## src/rtl/sirv_pwm8_tlarb_if.sv

```systemverilog
// TileLink-UL style A/D channel bundle used for both the requester ports and the
// downstream PWM8 register port of the arbiter.
interface sirv_pwm8_tlarb_if #(
  parameter int AW   = 29,
  parameter int SRCW = 5
) ();
  logic            a_valid;
  logic            a_ready;
  logic [2:0]      a_opcode;
  logic [2:0]      a_size;
  logic [SRCW-1:0] a_source;
  logic [AW-1:0]   a_address;
  logic [3:0]      a_mask;
  logic [31:0]     a_data;
  logic            d_valid;
  logic            d_ready;
  logic [2:0]      d_opcode;
  logic [SRCW-1:0] d_source;
  logic [31:0]     d_data;

  modport master (
    output a_valid, a_opcode, a_size, a_source, a_address, a_mask, a_data, d_ready,
    input  a_ready, d_valid, d_opcode, d_source, d_data
  );

  modport slave (
    input  a_valid, a_opcode, a_size, a_source, a_address, a_mask, a_data, d_ready,
    output a_ready, d_valid, d_opcode, d_source, d_data
  );
endinterface

```

## src/rtl/sirv_pwm8_tlarb.sv

```systemverilog
// Two-requester arbiter sharing one PWM8 register port: one transaction in flight,
// round-robin between simultaneous requesters, request fields held until completion.
module sirv_pwm8_tlarb #(
  parameter int AW   = 29,
  parameter int SRCW = 5
) (
  input  logic              clock,
  input  logic              reset_n,
  sirv_pwm8_tlarb_if.slave  m0,
  sirv_pwm8_tlarb_if.slave  m1,
  sirv_pwm8_tlarb_if.master s,
  output logic              grant_id,
  output logic              busy
);
  typedef enum logic [0:0] {IDLE = 1'b0, BUSY = 1'b1} state_t;

  typedef struct packed {
    logic [2:0]      opcode;
    logic [2:0]      size;
    logic [SRCW-1:0] source;
    logic [AW-1:0]   address;
    logic [3:0]      mask;
    logic [31:0]     data;
  } a_req_t;

  state_t state_r;
  state_t state_nxt_s;
  a_req_t hold_r;
  a_req_t win_req_s;
  logic   last_grant_r;
  logic   grant_r;
  logic   win_s;
  logic   accept_s;
  logic   busy_s;
  logic   d_ready_s;
  logic   done_s;

  // Arbitration: on a tie the requester not granted last wins; reset gates acceptance
  always_comb begin
    if (m0.a_valid && m1.a_valid) begin
      win_s = ~last_grant_r;
    end else if (m1.a_valid) begin
      win_s = 1'b1;
    end else begin
      win_s = 1'b0;
    end
    if (win_s) begin
      win_req_s = {m1.a_opcode, m1.a_size, m1.a_source, m1.a_address, m1.a_mask, m1.a_data};
    end else begin
      win_req_s = {m0.a_opcode, m0.a_size, m0.a_source, m0.a_address, m0.a_mask, m0.a_data};
    end
    busy_s    = (state_r == BUSY);
    accept_s  = reset_n && !busy_s && (m0.a_valid || m1.a_valid);
    d_ready_s = grant_r ? m1.d_ready : m0.d_ready;
    done_s    = busy_s && s.a_ready && s.d_valid && d_ready_s;
  end

  // Next-state logic for the IDLE/BUSY controller
  always_comb begin
    state_nxt_s = state_r;
    case (state_r)
      IDLE: begin
        if (accept_s) begin
          state_nxt_s = BUSY;
        end else begin
          state_nxt_s = IDLE;
        end
      end
      BUSY: begin
        if (done_s) begin
          state_nxt_s = IDLE;
        end else begin
          state_nxt_s = BUSY;
        end
      end
      default: state_nxt_s = IDLE;
    endcase
  end

  // Port steering: downstream driven from the holding register, D routed to the owner
  always_comb begin
    m0.a_ready = accept_s && !win_s;
    m1.a_ready = accept_s && win_s;

    s.a_valid   = busy_s;
    s.a_opcode  = hold_r.opcode;
    s.a_size    = hold_r.size;
    s.a_source  = hold_r.source;
    s.a_address = hold_r.address;
    s.a_mask    = hold_r.mask;
    s.a_data    = hold_r.data;
    s.d_ready   = busy_s && d_ready_s;

    m0.d_valid  = busy_s && !grant_r && s.d_valid;
    m0.d_opcode = s.d_opcode;
    m0.d_source = s.d_source;
    m0.d_data   = s.d_data;
    m1.d_valid  = busy_s && grant_r && s.d_valid;
    m1.d_opcode = s.d_opcode;
    m1.d_source = s.d_source;
    m1.d_data   = s.d_data;
  end

  // State, round-robin history, owner index and request capture
  always_ff @(posedge clock or negedge reset_n) begin
    if (!reset_n) begin
      state_r      <= IDLE;
      last_grant_r <= 1'b1;
      grant_r      <= 1'b0;
      hold_r       <= '0;
    end else begin
      state_r <= state_nxt_s;
      if (accept_s) begin
        last_grant_r <= win_s;
        grant_r      <= win_s;
        hold_r       <= win_req_s;
      end
    end
  end

  assign grant_id = grant_r;
  assign busy     = busy_s;
endmodule

```

## src/flat_wrapper.sv

```systemverilog
// flat-port wrapper written by rule: the top's interface ports become plain ports
module sirv_pwm8_tlarb_flat 
#(
  parameter int AW   = 29,
  parameter int SRCW = 5
)
  (clock, reset_n, grant_id, busy, m0_a_valid, m0_a_opcode, m0_a_size, m0_a_source, m0_a_address, m0_a_mask, m0_a_data, m0_d_ready, m0_a_ready, m0_d_valid, m0_d_opcode, m0_d_source, m0_d_data, m1_a_valid, m1_a_opcode, m1_a_size, m1_a_source, m1_a_address, m1_a_mask, m1_a_data, m1_d_ready, m1_a_ready, m1_d_valid, m1_d_opcode, m1_d_source, m1_d_data, s_a_valid, s_a_opcode, s_a_size, s_a_source, s_a_address, s_a_mask, s_a_data, s_d_ready, s_a_ready, s_d_valid, s_d_opcode, s_d_source, s_d_data);
  sirv_pwm8_tlarb_if #(.AW(AW), .SRCW(SRCW)) m0_i ();
  sirv_pwm8_tlarb_if #(.AW(AW), .SRCW(SRCW)) m1_i ();
  sirv_pwm8_tlarb_if #(.AW(AW), .SRCW(SRCW)) s_i ();
  input  logic clock;
  input  logic reset_n;
  output logic grant_id;
  output logic busy;
  input wire logic [$bits(m0_i.a_valid)-1:0] m0_a_valid;
  input wire logic [$bits(m0_i.a_opcode)-1:0] m0_a_opcode;
  input wire logic [$bits(m0_i.a_size)-1:0] m0_a_size;
  input wire logic [$bits(m0_i.a_source)-1:0] m0_a_source;
  input wire logic [$bits(m0_i.a_address)-1:0] m0_a_address;
  input wire logic [$bits(m0_i.a_mask)-1:0] m0_a_mask;
  input wire logic [$bits(m0_i.a_data)-1:0] m0_a_data;
  input wire logic [$bits(m0_i.d_ready)-1:0] m0_d_ready;
  output wire logic [$bits(m0_i.a_ready)-1:0] m0_a_ready;
  output wire logic [$bits(m0_i.d_valid)-1:0] m0_d_valid;
  output wire logic [$bits(m0_i.d_opcode)-1:0] m0_d_opcode;
  output wire logic [$bits(m0_i.d_source)-1:0] m0_d_source;
  output wire logic [$bits(m0_i.d_data)-1:0] m0_d_data;
  input wire logic [$bits(m1_i.a_valid)-1:0] m1_a_valid;
  input wire logic [$bits(m1_i.a_opcode)-1:0] m1_a_opcode;
  input wire logic [$bits(m1_i.a_size)-1:0] m1_a_size;
  input wire logic [$bits(m1_i.a_source)-1:0] m1_a_source;
  input wire logic [$bits(m1_i.a_address)-1:0] m1_a_address;
  input wire logic [$bits(m1_i.a_mask)-1:0] m1_a_mask;
  input wire logic [$bits(m1_i.a_data)-1:0] m1_a_data;
  input wire logic [$bits(m1_i.d_ready)-1:0] m1_d_ready;
  output wire logic [$bits(m1_i.a_ready)-1:0] m1_a_ready;
  output wire logic [$bits(m1_i.d_valid)-1:0] m1_d_valid;
  output wire logic [$bits(m1_i.d_opcode)-1:0] m1_d_opcode;
  output wire logic [$bits(m1_i.d_source)-1:0] m1_d_source;
  output wire logic [$bits(m1_i.d_data)-1:0] m1_d_data;
  output wire logic [$bits(s_i.a_valid)-1:0] s_a_valid;
  output wire logic [$bits(s_i.a_opcode)-1:0] s_a_opcode;
  output wire logic [$bits(s_i.a_size)-1:0] s_a_size;
  output wire logic [$bits(s_i.a_source)-1:0] s_a_source;
  output wire logic [$bits(s_i.a_address)-1:0] s_a_address;
  output wire logic [$bits(s_i.a_mask)-1:0] s_a_mask;
  output wire logic [$bits(s_i.a_data)-1:0] s_a_data;
  output wire logic [$bits(s_i.d_ready)-1:0] s_d_ready;
  input wire logic [$bits(s_i.a_ready)-1:0] s_a_ready;
  input wire logic [$bits(s_i.d_valid)-1:0] s_d_valid;
  input wire logic [$bits(s_i.d_opcode)-1:0] s_d_opcode;
  input wire logic [$bits(s_i.d_source)-1:0] s_d_source;
  input wire logic [$bits(s_i.d_data)-1:0] s_d_data;
  assign m0_i.a_valid = m0_a_valid;
  assign m0_i.a_opcode = m0_a_opcode;
  assign m0_i.a_size = m0_a_size;
  assign m0_i.a_source = m0_a_source;
  assign m0_i.a_address = m0_a_address;
  assign m0_i.a_mask = m0_a_mask;
  assign m0_i.a_data = m0_a_data;
  assign m0_i.d_ready = m0_d_ready;
  assign m0_a_ready = m0_i.a_ready;
  assign m0_d_valid = m0_i.d_valid;
  assign m0_d_opcode = m0_i.d_opcode;
  assign m0_d_source = m0_i.d_source;
  assign m0_d_data = m0_i.d_data;
  assign m1_i.a_valid = m1_a_valid;
  assign m1_i.a_opcode = m1_a_opcode;
  assign m1_i.a_size = m1_a_size;
  assign m1_i.a_source = m1_a_source;
  assign m1_i.a_address = m1_a_address;
  assign m1_i.a_mask = m1_a_mask;
  assign m1_i.a_data = m1_a_data;
  assign m1_i.d_ready = m1_d_ready;
  assign m1_a_ready = m1_i.a_ready;
  assign m1_d_valid = m1_i.d_valid;
  assign m1_d_opcode = m1_i.d_opcode;
  assign m1_d_source = m1_i.d_source;
  assign m1_d_data = m1_i.d_data;
  assign s_a_valid = s_i.a_valid;
  assign s_a_opcode = s_i.a_opcode;
  assign s_a_size = s_i.a_size;
  assign s_a_source = s_i.a_source;
  assign s_a_address = s_i.a_address;
  assign s_a_mask = s_i.a_mask;
  assign s_a_data = s_i.a_data;
  assign s_d_ready = s_i.d_ready;
  assign s_i.a_ready = s_a_ready;
  assign s_i.d_valid = s_d_valid;
  assign s_i.d_opcode = s_d_opcode;
  assign s_i.d_source = s_d_source;
  assign s_i.d_data = s_d_data;
  sirv_pwm8_tlarb #(.AW(AW), .SRCW(SRCW)) u_core (.clock(clock), .reset_n(reset_n), .m0(m0_i), .m1(m1_i), .s(s_i), .grant_id(grant_id), .busy(busy));
endmodule
```

## config.mk

```make
export PLATFORM = sky130hd
export DESIGN_NAME = sirv_pwm8_tlarb_flat
export DESIGN_NICKNAME = d
export VERILOG_FILES = /design/src/rtl/sirv_pwm8_tlarb_if.sv /design/src/rtl/sirv_pwm8_tlarb.sv /design/src/flat_wrapper.sv
export SDC_FILE = /design/constraint.sdc
export NUM_CORES = 1
export LEC_CHECK = 0
export CORE_AREA = 5 5 139 141
export DETAILED_ROUTE_END_ITERATION = 12
export DIE_AREA = 0 0 144 146
export PLACE_DENSITY = 0.67
export SYNTH_ARGS = -nofsm -noshare
export SYNTH_HDL_FRONTEND = slang
export SYNTH_SLANG_ARGS = --single-unit
```

## constraint.sdc

```tcl
create_clock -name clock -period 1.4 [get_ports clock]
set_input_delay 0.42 -clock clock [delete_from_list [all_inputs] [get_ports clock]]
set_output_delay 0.42 -clock clock [all_outputs]
set_load 0.03 [all_outputs]
```

==> flow_summary.yaml, run 1 <==
run_status:
  status: "finished, violations left"
  failed_checks: "setup timing"
clock_network:
  clk_latency_ns: 0.33
  root_buffer: "clkbuf_16"
  cts_tree: "done"
  cts_buffer_depth: 2
  cts_hold_buf: 0
  clock_sinks: 79
  cts_max_level: 3
  clkTransAtPathRegs_ns: 0.06
  cts_buffers: 9
logic_synthesis:
  synth_area_leaders: "dfrtp_1 (44%), a221o_1 (17%), and4b_1 (17%), buf_4 (14%), clkbuf_1 (1.9%)"
  synth_most_common_cell: "buf_4"
  synth-seq-cells: 79
  synth_mux_area_share_pct: 0.227
  yosysSeqAreaShare_pct: 44.8
  synth_cell_types: 20
  async_flop_share_pct: 100
  synth_xor_area_share_pct: 0
  ys_top_cells_by_count: "buf_4 (81), dfrtp_1 (78), a221o_1 (76), and4b_1 (76), clkbuf_1 (22)"
  synth_compound_area_share_pct: 18.0
  syn_area_per_cell_um2: 11.9
  synth_top_family_by_area: "simple AND/OR/NAND/NOR gates"
  yosys_warnings: 0
  post_synth_and_or_nand_nor_area_fraction_pct: 18.6
  synth_top_area_share_pct: 44.2
  synth_top_area_cell: "dfrtp_1"
  yosys_most_used_dff: "dfrtp_1"
  synth-edff-count: 0
  syn_inst: 372
  synth_fa_ha_area_share_pct: 0
  syn_nets: 572
  synth_area_um2: 4420
global_route:
  grt_first_pass_wirelength_mm: 26.9
  grt_start_max_net_pins: 46
  first_global_vias: 4634
  gr-total-overflow: 0
  antenna_found_initial: 1
  grt_usage_pct: 16.3
setup_path:
  cp-end-kind: "output pin"
  r2r-end: "u_core.s.a_data[1]$_DFFE_PN0P_"
  slowest_delay_ns: 0.45
  reg2reg_depth: 7
  r2r-start: "u_core.last_grant_r$_DFFE_PN1P_"
  r2r_slack_ns: -0.34
  crit_path_start: "u_core.busy$_DFF_PN0_"
  crit_fanout: 4
  cpMaxStageDelayCell: "dfrtp_2"
  critical_path_required_ns: 0.98
  cp.arrival_ns: 1.34
  path_cells: "nand3b_1 > a21oi_4 > buf_6"
  worstSetupPathType: "flip-flop to output pin"
  start_kind: "flip-flop"
cells_and_area:
  drive_gt1_share_pct: 29.9
  fillers: 1640
  seq_area_um2: 1980
  final_area_um2: 7380
  fin_nets: 757
  multi_input_area_um2: 1690
  area_growth_pct: 67.2
  post-route-util_pct: 41.4
  antenna_cells: 0
timing:
  final-hold-violation-count: 0
  relSlewSlack_pct: 58.9
  fin_crit_ns: 1.76
  setup_viol: 85
  maxSlewViolCount: 0
  max_freq_mhz: 568
  rsz0062_at_grt: "true"
  tightest_slew_ns: 0.616
  period_share_pct: 126
  fin_worst_skew_ns: 0.00765
  fin_setup_tns_ns: -22.88
  timing.final.ws_setup_ns: -0.360
place:
  dp_slack_ns: -0.565
  post-dp-hpwl_mm: 11.7
  gp_congestion: 0.814
  io_buffer_count: 243
  placedInstanceArea_um2: 6470
die:
  io_pins: 364
  start_util_pct: 24.7
  core_um2: 17800
  die_h_um: 146
  floorplan.die_area_um2: 21000
  rows: 49
  die_w_um: 144
route:
  route.detailed.drc: 0
  wire_per_inst_um: 23.5
  drt_first_pass_iters: 4
  drt-initial-drc-count: 245
  drt-vias-per-instance: 5.25
  routed_wl_mm: 18.6
  drtAntennaViolNets: 0
  vias: 4154
pwr:
  netSwitchingFraction_pct: 40.8
  p_total_uw: 15100
  pwr-share-clk_pct: 15.6
  vdd_drop_max_mv: 1.01
  power.internal_uw: 8920
  p_per_area_nw_per_um2: 2040
  p_seq_share_pct: 27.3
  power_frac_comb_pct: 57.0
  p_sw_uw: 6140
  p_leak_uw: 0.00338
job:
  cap_violations: 0
worst_hold_path:
  min_path_type: "input port to asynchronous set/reset pin"
-- through the flow --
stage | hold slack, ns | cells
2_1_floorplan | 0.124 | 372
3_3_place_gp | 0.415 | 745
3_5_place_dp | 0.419 | 745
4_1_cts | 0.0448 | 783
5_1_grt | 0.0598 | 791
6_report | 0.0465 | 791
-- worst max-delay path by stage --
| stage | end | slack (ns) |
|---|---|---|
| 2_1_floorplan | m0_a_ready | -0.13 |
| 3_3_place_gp | m0_a_ready | -0.54 |
| 3_5_place_dp | u_core.s.a_source[3]$_DFFE_PN0P_ | -0.57 |
| 4_1_cts | m0_a_ready | -0.37 |
| 5_1_grt | u_core.s.a_address[26]$_DFFE_PN0P_ | -0.40 |
| 6_report | m0_a_ready | -0.36 |
-- area by class of cell --
| type | instances | area share [%] |
|---|---|---|
| Timing Repair Buffer | 296 | 42.4 |
| Sequential cell | 79 | 26.8 |
| Multi-Input combinational cell | 169 | 22.9 |
| Tap cell | 229 | 3.88 |
| Clock buffer | 11 | 3.15 |
| Clock inverter | 5 | 0.796 |
| Inverter | 2 | 0.102 |
-- critical path: cells and delay by family, from the launching register on --
family	cells	cell delay, ns
compound gates	1	0.18
buf+inv	1	0.15
flops	1	0.45
simple gates	1	0.22
-- power by group through the flow --
stage | logic [uW] | registers (uW) | clock network [uW]
final | 8590 | 4120 | 2350
after global routing | 9010 | 4250 | 2530
after CTS | 8450 | 4110 | 2440
after detailed placement | 7440 | 4100 | 0
after global placement | 7340 | 4060 | 0
after floorplan | 2540 | 6090 | 0
-- flip-flops by register name (all words and copies together), names as in the netlist --
name and cells:
u_core.s.a_data 32, u_core.s.a_opcode 3, u_core.grant_id 1, u_core.s.a_mask 4, u_core.last_grant_r 1, u_core.s.a_address 29, u_core.s.a_source 5, u_core.s.a_size 3
u_core.busy 1
-- cells in the final DEF, fill, tap and decap left out --
cell,synthesis,final
a21oi_1,2,1
a21oi_2,1,1
a21oi_4,0,1
a221o_1,76,76
and2_4,0,1
and4b_1,76,76
buf_12,0,23
buf_16,0,5
buf_2,16,1
buf_4,81,92
buf_6,3,11
buf_8,0,3
bufinv_16,0,1
clkbuf_1,22,2
clkbuf_16,0,13
clkdlybuf4s50_1,0,153
clkinv_2,0,1
clkinv_4,0,1
clkinvlp_4,0,2
dfrtp_1,78,76
dfrtp_2,0,2
dfstp_2,1,1
dlygate4sd2_1,0,4
inv_1,2,2
mux2i_4,0,1
nand2_1,4,2
nand2_2,0,1
nand2_4,0,1
nand3b_1,1,1
nor2_2,0,2
nor2_4,0,1
nor2b_4,1,2
o21ai_0,1,1
o21ai_4,0,1
-- metal layers --
metal / share of wire [%] / global-route usage, %
met5: 0 / 0
met3: 8.3 / 4.04
met2: 48 / 27.4
met4: 2.9 / 6.54
met1: 40 / 20.0
-- cells by family after synthesis --
| family | count (synthesis) |
|---|---|
| DFF | 79 |
| muxes | 1 |
| buffers and inverters | 124 |
| and+or+nand+nor | 87 |
| AOI/OAI and AO/OA | 81 |
-- repair_timing --
item | 4_1_cts | 5_1_grt
endpoints found under the setup margin | 84 | 86
pin swaps | 2 | 0
gates resized for setup | 33 | 21
buffers inserted | 14 | 9
cloned | 9 | 5
No activity file was read; power rests on OpenSTA's default activity.
==> inputs of run 2 (changes only) <==
--- a/config.mk
+++ b/config.mk
@@ -5,6 +5,7 @@
 export SDC_FILE = /design/constraint.sdc
 export NUM_CORES = 1
 export LEC_CHECK = 0
+export ABC_AREA = 0
 export CORE_AREA = 5 5 139 141
 export DETAILED_ROUTE_END_ITERATION = 12
 export DIE_AREA = 0 0 144 146
==> results of run 2 <==
The final DEF is identical to that of run 1; final timing and power are the same.
==> inputs of run 3 (changes only) <==
--- a/config.mk
+++ b/config.mk
@@ -7,9 +7,11 @@
 export LEC_CHECK = 0
 export ABC_AREA = 0
 export CORE_AREA = 5 5 139 141
+export CTS_BUF_LIST = sky130_fd_sc_hd__clkbuf_16
 export DETAILED_ROUTE_END_ITERATION = 12
 export DIE_AREA = 0 0 144 146
 export PLACE_DENSITY = 0.67
+export RECOVER_POWER = 50
 export SYNTH_ARGS = -nofsm -noshare
 export SYNTH_HDL_FRONTEND = slang
 export SYNTH_SLANG_ARGS = --single-unit
==> flow_summary.yaml, run 3 (synthesis gave the netlist of run 1 again) <==
run_status:
  status: "finished, violations left"
  failed_checks: "setup timing"
timing:
  fin_worst_skew_ns: 0.00711
  fin_setup_tns_ns: -20.90
  timing.final.ws_setup_ns: -0.335
  setup_viol: 85
  relSlewSlack_pct: 53.2
  final-hold-violation-count: 0
  fin_crit_ns: 1.73
  max_freq_mhz: 576
  rsz0062_at_grt: "true"
  period_share_pct: 124
  tightest_slew_ns: 0.702
  maxSlewViolCount: 0
die:
  start_util_pct: 24.7
  die_h_um: 146
  rows: 49
  io_pins: 364
  core_um2: 17800
  floorplan.die_area_um2: 21000
  die_w_um: 144
cells_and_area:
  fin_nets: 751
  instances_no_fill: 786
  largest_reg_flops: 32
  area_growth_pct: 64.6
  drive_gt1_share_pct: 28.6
  layout_common_cells: "clkdlybuf4s50_1 (153), buf_4 (87), and4b_1 (76), a221o_1 (76), dfrtp_1 (76)"
  final_common_cell: "clkdlybuf4s50_1"
pwr:
  power_frac_comb_pct: 56.6
  pwr-share-clk_pct: 15.8
  p_leak_uw: 0.00333
  p_per_area_nw_per_um2: 2050
  p_total_uw: 14900
  netSwitchingFraction_pct: 41.1
  p_seq_share_pct: 27.6
  power.internal_uw: 8770
  vdd_drop_max_mv: 1.01
  p_sw_uw: 6120
place:
  gp_congestion: 0.814
  io_buffer_count: 243
  post-dp-hpwl_mm: 11.7
  placed_cells: 745
  dp_slack_ns: -0.565
global_route:
  grt_first_pass_wirelength_mm: 26.5
  grt_start_max_net_pins: 46
  grt_usage_pct: 16.1
  antenna_found_initial: 0
  first_global_vias: 4571
  gr-total-overflow: 0
route:
  route.detailed.drc: 0
  drt-initial-drc-count: 201
  drt_first_pass_iters: 4
  drtAntennaViolNets: 0
  vias: 4099
  drt-vias-per-instance: 5.22
  wire_per_inst_um: 23.2
  routed_wl_mm: 18.3
job:
  cap_violations: 0
setup_path:
  start_kind: "flip-flop"
  crit_fanout: 4
  critical_path_required_ns: 0.98
  cp-end-kind: "output pin"
  cp.arrival_ns: 1.31
  worstSetupPathType: "flip-flop to output pin"
clock_network:
  root_buffer: "clkbuf_16"
  clock_sinks: 79
  cts_tree: "done"
  cts_max_level: 3
  cts_buffers: 9
  clkTransAtPathRegs_ns: 0.06
  clk_latency_ns: 0.34
  cts_buffer_depth: 2
worst_hold_path:
  min_path_type: "input port to asynchronous set/reset pin"
==> run 3: cell count changes in the layout (fill, tap and decap cells not counted), moves of 2 or more <==
cell,delta
buf_6,-2
buf_4,-5
buf_12,-7
buf_8,+4
inv_1,+2
==> run 3: routing by layer <==
layer	GRT usage [%]	part of all wire, %	up-vias
met5	0	0	-
met4	6.92	3.0	0
met3	3.91	8.1	50
met2	26.4	48	213
met1	20.0	41	2068
li1	-	-	1768
==> run 3: final timing paths <==
kind / endpoint / slack, ns / cells past startpoint / start
setup / recovery: m0_a_ready / -0.33 / 3 / u_core.busy$_DFF_PN0_
hold / removal: u_core.s.a_data[2]$_DFFE_PN0P_ / 0.17 / 2 / reset_n
setup reg to reg: u_core.s.a_address[8]$_DFFE_PN0P_ / -0.31 / 6 / u_core.last_grant_r$_DFFE_PN1P_
hold reg to reg: u_core.s.a_address[17]$_DFFE_PN0P_ / 0.52 / 1 / u_core.s.a_address[17]$_DFFE_PN0P_
max in group asynchronous: u_core.s.a_address[25]$_DFFE_PN0P_ / 0.52 / 3 / reset_n
min in group clock: u_core.s.a_address[17]$_DFFE_PN0P_ / 0.52 / 1 / u_core.s.a_address[17]$_DFFE_PN0P_
==> run 3: repair_timing <==
item                       CTS  global route
cloned                       9             4
buffers inserted             9             7
hold buffers                 0             0
setup endpoints to repair   84            86
pin swaps                    2             2
gates resized for setup     33            17
==> run 3: critical path, stage by stage (launching register included) <==
cell,delay (ns)
dfrtp_2,0.45
nand3b_1,0.22
a21oi_4,0.17
buf_6,0.15
==> run 3: stage by stage <==
stage | cell area [um^2] | hold WS [ns] | utilization (%)
detailed placement | 6470 | 0.419 | 36.3
global route | 7270 | 0.218 | 40.7
global placement | 6470 | 0.415 | 36.3
finish | 7270 | 0.170 | 40.7
CTS | 7160 | 0.0448 | 40.1
floorplan | 4500 | 0.124 | -
==> run 3: area by class of cell <==
class                           count  area [um^2]
Clock inverter                      7         66.3
Antenna cell                        1         2.50
Fill cell                        1662        10600
Tap cell                          229          287
Clock buffer                        9          225
Timing Repair Buffer              290         3010
Sequential cell                    79         1980
Inverter                            2         7.51
Multi-Input combinational cell    169         1690
==> run 3: power groups by stage <==
stage | clock, uW | combinational (uW) | sequential (uW)
finish | 2350 | 8440 | 4110
global route | 2510 | 8840 | 4250
CTS | 2430 | 8300 | 4110
detailed placement | 0 | 7440 | 4100
global placement | 0 | 7340 | 4060
floorplan | 0 | 2540 | 6090
